[src/rtl/code_mem_loader.sv]
// Writer side of the byte-wide code memory: receives a length-prefixed, XOR-checked
// byte frame and streams the payload into memory while holding the CPU in reset.
module code_mem_loader #(
    parameter int unsigned MEM_BYTES = 128,
    parameter int unsigned BASE_ADDR = 0
) (
    input  logic        CLK,
    input  logic        my_reset,
    input  logic        start,
    input  logic [7:0]  byte_in,
    input  logic        byte_valid,
    output logic        byte_ready,
    output logic        mem_we,
    output logic [31:0] mem_addr,
    output logic [7:0]  mem_wdata,
    output logic        cpu_hold,
    output logic        done,
    output logic        error,
    output logic [5:0]  words_loaded
);

    localparam int unsigned MAX_WORDS = MEM_BYTES / 4;

    typedef enum logic [2:0] {
        StIdle,
        StLen,
        StData,
        StChk,
        StDone,
        StErr
    } state_e;

    state_e      state_q, state_d;
    logic [7:0]  count_q, count_d;
    logic [7:0]  cks_q, cks_d;
    logic [5:0]  words_q, words_d;
    logic        mem_we_q, mem_we_d;
    logic [31:0] mem_addr_q, mem_addr_d;
    logic [7:0]  mem_wdata_q, mem_wdata_d;

    logic       accept;
    logic [7:0] last_count;

    // Handshake and hold outputs are pure decodes of the registered state.
    assign byte_ready   = (state_q == StLen) || (state_q == StData) || (state_q == StChk);
    assign cpu_hold     = byte_ready || (state_q == StErr);
    assign done         = (state_q == StDone);
    assign error        = (state_q == StErr);
    assign words_loaded = words_q;
    assign mem_we       = mem_we_q;
    assign mem_addr     = mem_addr_q;
    assign mem_wdata    = mem_wdata_q;

    assign accept     = byte_valid && byte_ready;
    assign last_count = {words_q, 2'b00} - 8'd1;

    always_comb begin
        state_d     = state_q;
        count_d     = count_q;
        cks_d       = cks_q;
        words_d     = words_q;
        mem_we_d    = 1'b0;
        mem_addr_d  = mem_addr_q;
        mem_wdata_d = mem_wdata_q;

        unique case (state_q)
            StIdle, StDone, StErr: begin
                if (start) begin
                    state_d = StLen;
                    count_d = 8'd0;
                    cks_d   = 8'd0;
                end
            end
            StLen: begin
                if (accept) begin
                    words_d = byte_in[5:0];
                    // Range check on the full byte keeps every address inside the memory.
                    if (byte_in == 8'd0 || 32'(byte_in) > MAX_WORDS) begin
                        state_d = StErr;
                    end else begin
                        state_d = StData;
                    end
                end
            end
            StData: begin
                if (accept) begin
                    mem_we_d    = 1'b1;
                    mem_addr_d  = BASE_ADDR + 32'(count_q);
                    mem_wdata_d = byte_in;
                    cks_d       = cks_q ^ byte_in;
                    count_d     = count_q + 8'd1;
                    if (count_q == last_count) begin
                        state_d = StChk;
                    end
                end
            end
            StChk: begin
                if (accept) begin
                    state_d = (byte_in == cks_q) ? StDone : StErr;
                end
            end
            default: state_d = StIdle;
        endcase
    end

    always_ff @(posedge CLK) begin
        if (my_reset) begin
            state_q     <= StIdle;
            count_q     <= 8'd0;
            cks_q       <= 8'd0;
            words_q     <= 6'd0;
            mem_we_q    <= 1'b0;
            mem_addr_q  <= 32'd0;
            mem_wdata_q <= 8'd0;
        end else begin
            state_q     <= state_d;
            count_q     <= count_d;
            cks_q       <= cks_d;
            words_q     <= words_d;
            mem_we_q    <= mem_we_d;
            mem_addr_q  <= mem_addr_d;
            mem_wdata_q <= mem_wdata_d;
        end
    end

endmodule

[config.mk]
export PLATFORM = sky130hd
export DESIGN_NAME = code_mem_loader
export DESIGN_NICKNAME = d
export VERILOG_FILES = /design/src/rtl/code_mem_loader.sv
export SDC_FILE = /design/constraint.sdc
export NUM_CORES = 1
export LEC_CHECK = 0
export BUFFER_PORTS_ARGS = -buffer_cell sky130_fd_sc_hd__buf_2
export CAP_MARGIN = 40
export CORE_ASPECT_RATIO = 1.4
export CORE_UTILIZATION = 40
export CTS_BUF_LIST = sky130_fd_sc_hd__clkbuf_4 sky130_fd_sc_hd__clkbuf_8
export CTS_CLUSTER_SIZE = 25
export DETAILED_ROUTE_END_ITERATION = 8
export GPL_ROUTABILITY_DRIVEN = 0
export MAX_ROUTING_LAYER = met4
export PLACE_DENSITY = 0.69
export SYNTH_ARGS = -nofsm -noshare
export SYNTH_HDL_FRONTEND = slang
export SYNTH_SLANG_ARGS = --single-unit
[constraint.sdc]
create_clock -name CLK -period 2.8 [get_ports CLK]
set_clock_uncertainty 0.05 [all_clocks]
set_input_delay 0.14 -clock CLK [delete_from_list [all_inputs] [get_ports CLK]]
set_output_delay 0.14 -clock CLK [all_outputs]
set_load 0.005 [all_outputs]
Word-level counts from Yosys, hierarchy flattened --
Cells that the tools add are included.
Operators by class: $lt $le $gt $ge 1, bitwise operators 2, mux-type cells 14, add/subtract/negate cells 2, equal/unequal tests 12, reduce and logical (&&, ||, !) cells 14
Operators by type and width (number):
- $pmux W8 S2 | 2
- $mux W8 | 3
- $mux W3 | 6
- $eq A8 B8 Y1 | 2
- $pmux W3 S4 | 1
- $add A8 B1 Y8 const B | 1
- $gt A8 B6 Y1 const B | 1
- $logic_not A8 Y1 | 1
- $ne A2 B2 Y1 const B | 4
- $sub A8 B1 Y8 const B | 1
- $xor A8 B8 Y8 | 1
- $eq A3 B2 Y1 const B | 2
- $eq A3 B3 Y1 const B | 2
- $reduce_and A5 Y1 | 1
- $logic_or A1 B1 Y1 | 4
- $reduce_and A2 Y1 | 2
- $eq A3 B1 Y1 const B | 1
- $logic_not A3 Y1 | 1
- $reduce_and A3 Y1 | 1
- $reduce_or A3 Y1 | 1
- $mux W1 | 2
- $ne A2 B1 Y1 const B | 1
- $reduce_bool A2 Y1 | 1
- $reduce_or A2 Y1 | 1
- other kinds (2) | 2
Word-level totals: register bits 42, logic and storage cells 52

Logic depth before layout (Yosys ltp) --
word-level depth 6, gate-level depth with buffers 8, mapped depth without buffers 7

Worst setup path after synthesis --
No wires, ideal clock.
kind register to register, from register words_q[0] (netlist: words_loaded[0]), to register state_q[0], data arrival time 1571 ps, buffers on the path 0, setup slack 1119 ps, cell stages (with the launch flop) 7, required time 2690 ps, path through dfxtp_1 > inv_1 > ha_1 > nand2b_1 > a311o_1 > a311oi_1 > o311a_1
On the way: cells in the longest elaborated chain, start to end 4
RTL lines:
- start, declared | line 36 | logic [5:0] words_q, words_d;
- start signal, assigned | line 119 | words_q <= words_d;
- $sub A8 B1 Y8 | line 55 | assign last_count = {words_q, 2'b00} - 8'd1;
- $eq A8 B8 Y1 | line 92 | if (count_q == last_count) begin
- $ne A2 B1 Y1 (no line)
- $reduce_and A5 Y1 (no line)
- end signal, assigned | line 108 | state_q <= StIdle;
- end signal, assigned | line 116 | state_q <= state_d;
- end, declared | line 33 | state_e state_q, state_d;
No other way between the ends. A chain may end at the register's enable or synchronous reset.

Final worst setup path --
from register state_q[0], to register cks_q[6]
On the way: cells in the longest elaborated chain, start to end 6, elaborated cells between the ends (all ways) 15, classes of those cells eq/ne: 7; mux: 1; reduce/logical: 7
RTL lines:
- $eq A3 B1 Y1 / $eq A3 B2 Y1 (equally long branches) | line 45, 66
- $logic_or A1 B1 Y1 (2 in a row) | line 45 | assign byte_ready = (state_q == StLen) || (state_q == StData) || (state_q == StChk);
- $logic_and A1 B1 Y1 | line 54 | assign accept = byte_valid && byte_ready;
- $ne A2 B2 Y1 (no line)
- $reduce_and A3 Y1 (no line)
- end signal, assigned | line 118 | cks_q <= cks_d;
- end, declared | line 35 | logic [7:0] cks_q, cks_d;
Parallel ways exist; a longest one is shown, timed or not.

==> reports/metrics.yaml <==
run_status:
  outcome: "complete, no violations"
cts:
  cts_buffer_depth: 2
  cts-resized-gates: 0
  clk_latency_ns: 0.30
  root_buffer: "clkbuf_8"
  clk_pin_slew_ns: 0.08
  post_cts_buffers: 0
  postCtsHoldBufs: 0
  cts_sinks: 42
  cts_tree: "built"
  htreeDepth: 2
  cts_buffers: 5
setup_path:
  slowest_delay_ns: 0.52
  cp_top_family: "flip-flops"
  worst_path_max_delay_cell: "dfxtp_1"
  crit_path_max_fanout: 16
  cp_cell_sequence: "inv_1 > nand3b_1 > buf_4 > o21ai_0 > a21oi_1 > nor2_1"
  path_buf_inv: 2
  crit_arrival_ns: 1.98
  crit_type: "register to register"
  start_kind: "register"
  cp-end-kind: "register"
  cp.required_ns: 2.91
global_route:
  grt-ovfl-total: 0
  grt_max_degree: 38
  antenna_found_initial: 0
  track_usage_pct: 17.2
  grt_pass1_wl_mm: 7.22
  grt_pass1_vias: 1589
yosys:
  avgSynthCellArea_um2: 8.02
  synth.largest_area_cell: "dfxtp_1"
  yosysTopAreaCellShare_pct: 39.3
  synth_cell_type_count: 39
  synth.area.top_cells: "dfxtp_1, buf_4, a21oi_1, xor2_1, nand2_1"
  synth-main-ff-cell: "dfxtp_1"
  synth_cells: 267
  yosysSeqAreaShare_pct: 39.3
  synth-warning-count: 0
  synth_area_um2: 2140
  synth_edf_count: 0
  async_flop_share_pct: 0
  synth_seq_cells: 42
timing:
  hold_viol_final: 0
  slew_headroom_pct: 55.5
  setup_tns_ns: 0
  tightest_slew_ns: 0.667
  fin_crit_ns: 1.87
  setup_slack_ns: 0.934
  slew_violations: 0
  post-route-period-util_pct: 66.6
  setup_viol: 0
  rsz0062_at_grt: "false"
  clock.fmax_mhz: 536
floorplanning:
  io_pins: 63
  num_rows: 31
  die_h_um: 88.6
  dieArea_um2: 5660
  die_w_um: 63.8
  coreArea_um2: 5160
  initial_core_util_pct: 41.5
route:
  vias_per_cell: 5.05
  vias: 1855
  antenna_left: 0
  wirelength_mm: 4.64
  detail_route.wl_per_cell_um: 12.6
  first_iter_violations: 17
  drc: 0
  drt-pass1-iter-count: 4
pwr:
  power.density_nw_per_um2: 476
  vdd_drop_max_uv: 279
  p_leak_uw: 0.00102
final_layout:
  nFillCells: 542
  seq_area_um2: 841
  multiInputGateArea_um2: 1130
  nets: 315
  syn2layout_area_growth_pct: 10.0
  stdcell_count: 367
  drive_gt1_share_pct: 17.6
  final_common_cell: "dfxtp_1"
  layout_common_cells: "dfxtp_1, buf_2, nand2_1, nor2_1, a21oi_1"
  diodes: 0
placed_design:
  place_inst: 360
  port_buffers: 38
  pre_cts_ws_ns: 0.927
  place_hpwl_mm: 3.32
job:
  max_cap_viol_count: 0
worst_hold_path:
  hold_path.class: "input pin to register"
-- synthesized netlist by cell type, drive strengths merged (2+ instances only) --
master,n
xnor2,4
nand2b,5
nor3,5
nand2,37
or3,2
nand3b,2
o21ai,11
a41oi,2
inv,4
mux2i,6
nand4,6
dfxtp,42
buf,30
nor2,38
nand3,4
xor2,16
a21oi,30
clkbuf,6
ha,2
-- cell type report --
class	count	area share (%)
multi-input combinational	208	47.9
inverter	4	0.637
clock inverter	1	0.318
sequential	42	35.7
tap	66	3.50
timing repair buffer	40	8.70
clock buffer	6	3.24
-- where the power goes --
group | switching [µW] | leakage (µW) | internal [µW] | total (µW)
combinational | 73.7 | 0.000641 | 44.0 | 118
sequential | 11.4 | 0.000339 | 604 | 615
clock | 207 | 0.0000407 | 181 | 388
-- flip-flops by register name, summed over array words and instances (netlist names) --
name          count
mem_wdata         8
mem_we            1
count_q           8
state_q           3
mem_addr          8
words_loaded      6
cks_q             8
-- worst paths after layout --
| path | slack (ns) | to | cells after the start | from |
|---|---|---|---|---|
| worst max-delay path | 0.93 | cks_q[6] | 6 | state_q[0] |
| worst min-delay path | 0.1 | mem_wdata[1] | 3 | byte_in[1] |
| worst max register to register | 0.93 | cks_q[6] | 6 | state_q[0] |
| worst min register to register | 0.40 | mem_addr[5] | 2 | mem_addr[5] |
-- per-stage QoR --
stage | util [%] | hold WS [ns] | total power, µW | cell area, µm²
2_1_floorplan | - | 0.237 | 733 | 2230
3_3_place_gp | 44.1 | 0.394 | 744 | 2270
3_5_place_dp | 44.1 | 0.393 | 746 | 2270
4_1_cts | 45.7 | 0.0919 | 1130 | 2360
5_1_grt | 45.7 | 0.101 | 1170 | 2360
6_report | 45.7 | 0.0984 | 1120 | 2360
-- worst reg2reg max path, cell delays in order (launching register included) --
cell and delay [ns]:
dfxtp_1 0.52, inv_1 0.14, nand3b_1 0.40, buf_4 0.30, o21ai_0 0.10, a21oi_1 0.18, nor2_1 0.05
-- per-layer routing --
| metal | GRT usage (%) | wire [µm] | vias to the layer above | share of wire, % |
|---|---|---|---|---|
| met5 | - | 0 | - | 0 |
| li1 | - | - | 919 | - |
| met4 | 10.3 | 133 | 0 | 2.9 |
| met1 | 19.2 | 1990 | 860 | 43 |
| met2 | 28.5 | 2320 | 66 | 50 |
| met3 | 3.35 | 195 | 10 | 4.2 |
-- logic make-up (layout without fill, tap and decap cells) --
| logic type | count (synthesis) | after routing | share of synthesized area [%] |
|---|---|---|---|
| and+or+nand+nor | 104 | 104 | 21.8 |
| AOI/OAI and AO/OA | 51 | 51 | 14.1 |
| DFF | 42 | 42 | 39.3 |
| buffers and inverters | 40 | 51 | 12.0 |
| xor gates and xnor gates | 20 | 20 | 8.18 |
| muxes | 7 | 7 | 3.33 |
| adders and majority gates | 2 | 2 | 1.17 |
| other | 1 | 24 | 0.175 |
No activity file was read; power rests on OpenSTA's default activity.
